**src/rtl/ctrl_pipeline.sv**
```systemverilog
`ifndef ALU_OPCODE
`define ALU_OPCODE 4
`endif

// Control pipeline EX/MEM/WB carrying decoded flags, with load-use stall and taken-branch flush.
// Latency: an ID bundle reaches WB 3 cycles after capture; stall and flush are combinational.
// Backpressure: stall holds PC and IF/ID for exactly one cycle while EX takes a bubble.
module ctrl_pipeline (
    input  logic                   clk,
    input  logic                   rst,
    input  logic                   id_valid,
    input  logic                   id_reg_dst_flag,
    input  logic                   id_alu_src_flag,
    input  logic                   id_mem_to_reg_flag,
    input  logic                   id_reg_write_flag,
    input  logic                   id_mem_read_flag,
    input  logic                   id_mem_write_flag,
    input  logic                   id_branch_flag,
    input  logic                   id_jump_flag,
    input  logic [`ALU_OPCODE-1:0] id_alu_op,
    input  logic [4:0]             id_rs,
    input  logic [4:0]             id_rt,
    input  logic [4:0]             id_rd,
    input  logic                   id_uses_rt,
    input  logic                   ex_branch_taken,
    output logic                   ex_valid,
    output logic                   ex_reg_dst_flag,
    output logic                   ex_alu_src_flag,
    output logic                   ex_branch_flag,
    output logic                   ex_jump_flag,
    output logic [`ALU_OPCODE-1:0] ex_alu_op,
    output logic                   mem_valid,
    output logic                   mem_read_flag,
    output logic                   mem_write_flag,
    output logic                   wb_valid,
    output logic                   wb_reg_write_flag,
    output logic                   wb_mem_to_reg_flag,
    output logic [4:0]             ex_wreg,
    output logic [4:0]             mem_wreg,
    output logic [4:0]             wb_wreg,
    output logic                   stall,
    output logic                   flush
);

    typedef struct packed {
        logic                   valid;
        logic                   reg_dst;
        logic                   alu_src;
        logic                   mem_to_reg;
        logic                   reg_write;
        logic                   mem_read;
        logic                   mem_write;
        logic                   branch;
        logic                   jump;
        logic [`ALU_OPCODE-1:0] alu_op;
        logic [4:0]             wreg;
    } ex_ctrl_t;

    typedef struct packed {
        logic       valid;
        logic       mem_to_reg;
        logic       reg_write;
        logic       mem_read;
        logic       mem_write;
        logic [4:0] wreg;
    } mem_ctrl_t;

    typedef struct packed {
        logic       valid;
        logic       mem_to_reg;
        logic       reg_write;
        logic [4:0] wreg;
    } wb_ctrl_t;

    ex_ctrl_t  ex_q,  ex_d;
    mem_ctrl_t mem_q, mem_d;
    wb_ctrl_t  wb_q,  wb_d;
    logic      load_use;

    // Register 0 is hardwired, so a load targeting it never creates a dependence.
    assign load_use = ex_q.valid && ex_q.mem_read && (ex_q.wreg != 5'd0) && id_valid &&
                      ((ex_q.wreg == id_rs) || (id_uses_rt && (ex_q.wreg == id_rt)));

    assign flush = ex_branch_taken & ex_q.valid;
    assign stall = load_use & ~flush;

    always_comb begin
        ex_d = '0;
        if (id_valid && !load_use && !flush) begin
            ex_d.valid      = 1'b1;
            ex_d.reg_dst    = id_reg_dst_flag;
            ex_d.alu_src    = id_alu_src_flag;
            ex_d.mem_to_reg = id_mem_to_reg_flag;
            ex_d.reg_write  = id_reg_write_flag;
            ex_d.mem_read   = id_mem_read_flag;
            ex_d.mem_write  = id_mem_write_flag;
            ex_d.branch     = id_branch_flag;
            ex_d.jump       = id_jump_flag;
            ex_d.alu_op     = id_alu_op;
            ex_d.wreg       = id_reg_dst_flag ? id_rd : id_rt;
        end
    end

    always_comb begin
        mem_d            = '0;
        mem_d.valid      = ex_q.valid;
        mem_d.mem_to_reg = ex_q.mem_to_reg;
        mem_d.reg_write  = ex_q.reg_write;
        mem_d.mem_read   = ex_q.mem_read;
        mem_d.mem_write  = ex_q.mem_write;
        mem_d.wreg       = ex_q.wreg;

        wb_d             = '0;
        wb_d.valid       = mem_q.valid;
        wb_d.mem_to_reg  = mem_q.mem_to_reg;
        wb_d.reg_write   = mem_q.reg_write;
        wb_d.wreg        = mem_q.wreg;
    end

    always_ff @(posedge clk or posedge rst) begin
        if (rst) begin
            ex_q  <= '0;
            mem_q <= '0;
            wb_q  <= '0;
        end else begin
            ex_q  <= ex_d;
            mem_q <= mem_d;
            wb_q  <= wb_d;
        end
    end

    // Side-effecting flags are gated by valid so a bubble can never write or redirect.
    assign ex_valid           = ex_q.valid;
    assign ex_reg_dst_flag    = ex_q.reg_dst & ex_q.valid;
    assign ex_alu_src_flag    = ex_q.alu_src & ex_q.valid;
    assign ex_branch_flag     = ex_q.branch & ex_q.valid;
    assign ex_jump_flag       = ex_q.jump & ex_q.valid;
    assign ex_alu_op          = ex_q.alu_op;
    assign ex_wreg            = ex_q.wreg;

    assign mem_valid          = mem_q.valid;
    assign mem_read_flag      = mem_q.mem_read & mem_q.valid;
    assign mem_write_flag     = mem_q.mem_write & mem_q.valid;
    assign mem_wreg           = mem_q.wreg;

    assign wb_valid           = wb_q.valid;
    assign wb_reg_write_flag  = wb_q.reg_write & wb_q.valid;
    assign wb_mem_to_reg_flag = wb_q.mem_to_reg & wb_q.valid;
    assign wb_wreg            = wb_q.wreg;

endmodule

```
**config.mk**
```make
export PLATFORM = sky130hd
export DESIGN_NAME = ctrl_pipeline
export DESIGN_NICKNAME = d
export VERILOG_FILES = /design/src/rtl/ctrl_pipeline.sv
export SDC_FILE = /design/constraint.sdc
export NUM_CORES = 1
export LEC_CHECK = 0
export CAP_MARGIN = 20
export CORE_ASPECT_RATIO = 2
export CORE_MARGIN = 3
export CORE_UTILIZATION = 42
export DETAILED_ROUTE_END_ITERATION = 8
export PLACE_DENSITY_LB_ADDON = 0.08
export SYNTH_ARGS = -nofsm -noshare
export SYNTH_HDL_FRONTEND = slang
export SYNTH_SLANG_ARGS = --single-unit
export TNS_END_PERCENT = 20
```
**constraint.sdc**
```tcl
create_clock -name clk -period 1.6 [get_ports clk]
set_input_delay 0.24 -clock clk [delete_from_list [all_inputs] [get_ports clk]]
set_output_delay 0.24 -clock clk [all_outputs]
set_load 0.05 [all_outputs]
```
==> flow_summary.yaml <==
clock_tree:
  clockBufferDepth: 2
  clk_pin_slew_worst_paths_ps: 70
  worstSkewPairLatency_ps: 280
  htreeDepth: 2
  clockRootBuffer: "clkbuf_8"
  cts_hold_buf: 0
  cts_buffers: 5
  cts_tree: "yes"
  cts_sinks: 36
place:
  gp_congestion: 0.762
  dp_hpwl_microns: 2550
  io_buffers: 63
  place_inst: 224
worst_setup_path:
  cp_num_buf_inv: 1
  critPathMaxStageDelay_ps: 450
  r2r_cells: 5
  end_kind: "primary output"
  cp_max_fo: 4
  setup.worst_path.end: "stall"
  start_kind: "flip-flop"
  critical_path_class: "flip-flop to primary output"
  slowest_stage: "dfrtp_2"
  crit_required_ps: 1360
  reg2reg_from: "ex_wreg[4]"
  cpLargestDelayFamily: "flip-flops"
  cp.depth: 5
  worstSetupStartpoint: "ex_wreg[4]"
  r2r_slack_ps: 220
  worstPathCellList: "xnor2_1, nand3_1, o22ai_4, and3_4, buf_12"
  regToRegEndpoint: "ex_wreg[2]"
  arrival_ps: 1540
timing:
  setup_tns_ps: -181
  fmaxAchievable_mhz: 562
  hold_viol_final: 0
  tightest_slew_ps: 444
  holdWs_ps: 351
  worst_clock_skew_ps: 11.4
  setup_viol: 1
  slew_violations: 0
  period_share_pct: 111
  min_period_ps: 1780
  setup_ws_ps: -181
  rsz0062_at_grt: "yes"
  max-slew-margin-rel_pct: 70.4
pwr:
  p_leak_nw: 1.08
  p_per_area_mw_per_mm2: 909
  peakVddDrop_uv: 866
global_route:
  globalRouteTotalUtil_pct: 16.6
  gr-total-overflow: 0
  antenna_found_initial: 0
  grt_pass1_vias: 1199
  grt_max_degree: 37
  grt_pass1_wl_microns: 5550
cells_and_area:
  antennaDiodeCount: 0
  regArea_sq_um: 906
  num-fill-cells: 261
  final_cells: 235
  layout.nets: 218
  area_growth_pct: 55.9
  final_common_cell: "dfrtp_1"
  final_layout_size_suffix_gt1_share_pct: 33.2
  final_cell_mix: "dfrtp_1, buf_4, clkdlybuf4s50_1, buf_12, nand3_1"
  multi_input_area_sq_um: 458
die:
  start_util_pct: 44.1
  die_x_microns: 48.3
  core-area_sq_mm: 0.00342
  pin_count: 64
  dieArea_sq_mm: 0.00438
  die_height_microns: 90.7
  rows: 30
synth:
  syn_area_sq_mm: 0.00151
  synth.distinct_cells: 20
  synth.yosys.seq_area_share_pct: 59.9
  syn_inst: 127
  ys_seq_elements: 36
  synth_fp_nets: 159
  ys_warn_count: 0
  synth_area_per_cell_sq_um: 11.9
status:
  status: "complete, but fails checks"
  violations: "negative setup slack"
routing:
  drtAntennaViolNets: 0
  drc_errors: 0
  vias_per_cell: 4.72
  drt_iter0_drc: 21
  wire_per_inst_microns: 14.2
  drt_wl_total_microns: 3340
  vias: 1110
  dr.pass1.iters: 4
run:
  maxCapViolations: 0
worst_hold_path:
  hp-class: "flip-flop to flip-flop"
==> flip-flops by register name (all words and copies together), names as in the netlist <==
register / cells
ex_alu_op: 4
ex_q: 8
ex_valid: 1
ex_wreg: 5
mem_q: 4
mem_valid: 1
mem_wreg: 5
wb_q: 2
wb_valid: 1
wb_wreg: 5
==> layout make-up <==
cell class | instances | area share (%)
Tap cell | 48 | 2.56
Sequential cell | 36 | 38.6
Timing Repair Buffer | 76 | 35.5
Clock buffer | 7 | 3.25
Inverter | 2 | 0.320
Clock inverter | 1 | 0.213
Multi-Input combinational cell | 65 | 19.5
==> synthesized netlist by cell type <==
master / number / area share, %
dfrtp_1: 36 / 60
buf_4: 19 / 9.5
nand3_1: 14 / 4.7
a21oi_1: 13 / 4.3
xnor2_1: 10 / 5.8
and2_1: 8 / 3.3
a211oi_1: 5 / 2.5
mux2i_1: 5 / 3.3
nand2_1: 4 / 1.0
clkbuf_1: 2 / 0.50
inv_1: 2 / 0.50
a21oi_2: 1 / 0.58
and3_2: 1 / 0.50
buf_1: 1 / 0.25
buf_2: 1 / 0.33
buf_6: 1 / 0.75
nand4_1: 1 / 0.42
nor2_1: 1 / 0.25
nor3_1: 1 / 0.33
o22ai_4: 1 / 1.3
==> where the power goes <==
group | switching (mW) | internal, mW
registers | 0.0324 | 0.966
logic | 0.290 | 0.241
clock network | 0.298 | 0.305
==> per-layer routing <==
layer	GRT usage [%]	wire, microns	up-vias
li1	-	-	525
met1	15.7	1110	540
met2	31.5	2000	40
met3	4.63	159	5
met4	8.31	70	0
met5	0	0	-
==> repair_timing <==
action,4_1_cts,5_1_grt
buffers inserted,3,0
resized for setup,4,5
pin swaps,10,4
endpoints found under the setup margin,1,3
cloned,0,0
==> cell families (layout without fill, tap and decap cells) <==
kind of cell	count (synthesis)	count (layout)	share of synthesized area (%)
DFF	36	36	59.9
and+or+nand+nor	30	30	10.5
buffers and inverters	26	86	11.8
AOI/OAI and AO/OA	20	20	8.73
xor gates and xnor gates	10	10	5.82
muxes	5	5	3.33
==> worst min path at each step <==
stage | startpoint | endpoint | slack, ps | cells past startpoint
2_1_floorplan | ex_q[11] | mem_q[5] | 330 | 0
3_3_place_gp | ex_q[11] | mem_q[5] | 330 | 0
3_5_place_dp | ex_q[11] | mem_q[5] | 330 | 0
4_1_cts | mem_q[8] | wb_q[6] | 360 | 0
5_1_grt | mem_q[8] | wb_q[6] | 360 | 0
6_report | mem_q[8] | wb_q[6] | 350 | 0
==> stage by stage <==
step / worst slack (ps) / util, % / power, mW / instance area (sq um)
6_report: -181 / 68.7 / 2.13 / 2350
4_1_cts: -193 / 68.0 / 2.15 / 2320
2_1_floorplan: 52.1 / - / 1.32 / 1510
5_1_grt: -267 / 68.7 / 2.23 / 2350
3_5_place_dp: -179 / 64.8 / 1.54 / 2210
3_3_place_gp: -200 / 64.8 / 1.52 / 2210
(Power assumes the default switching activity.)
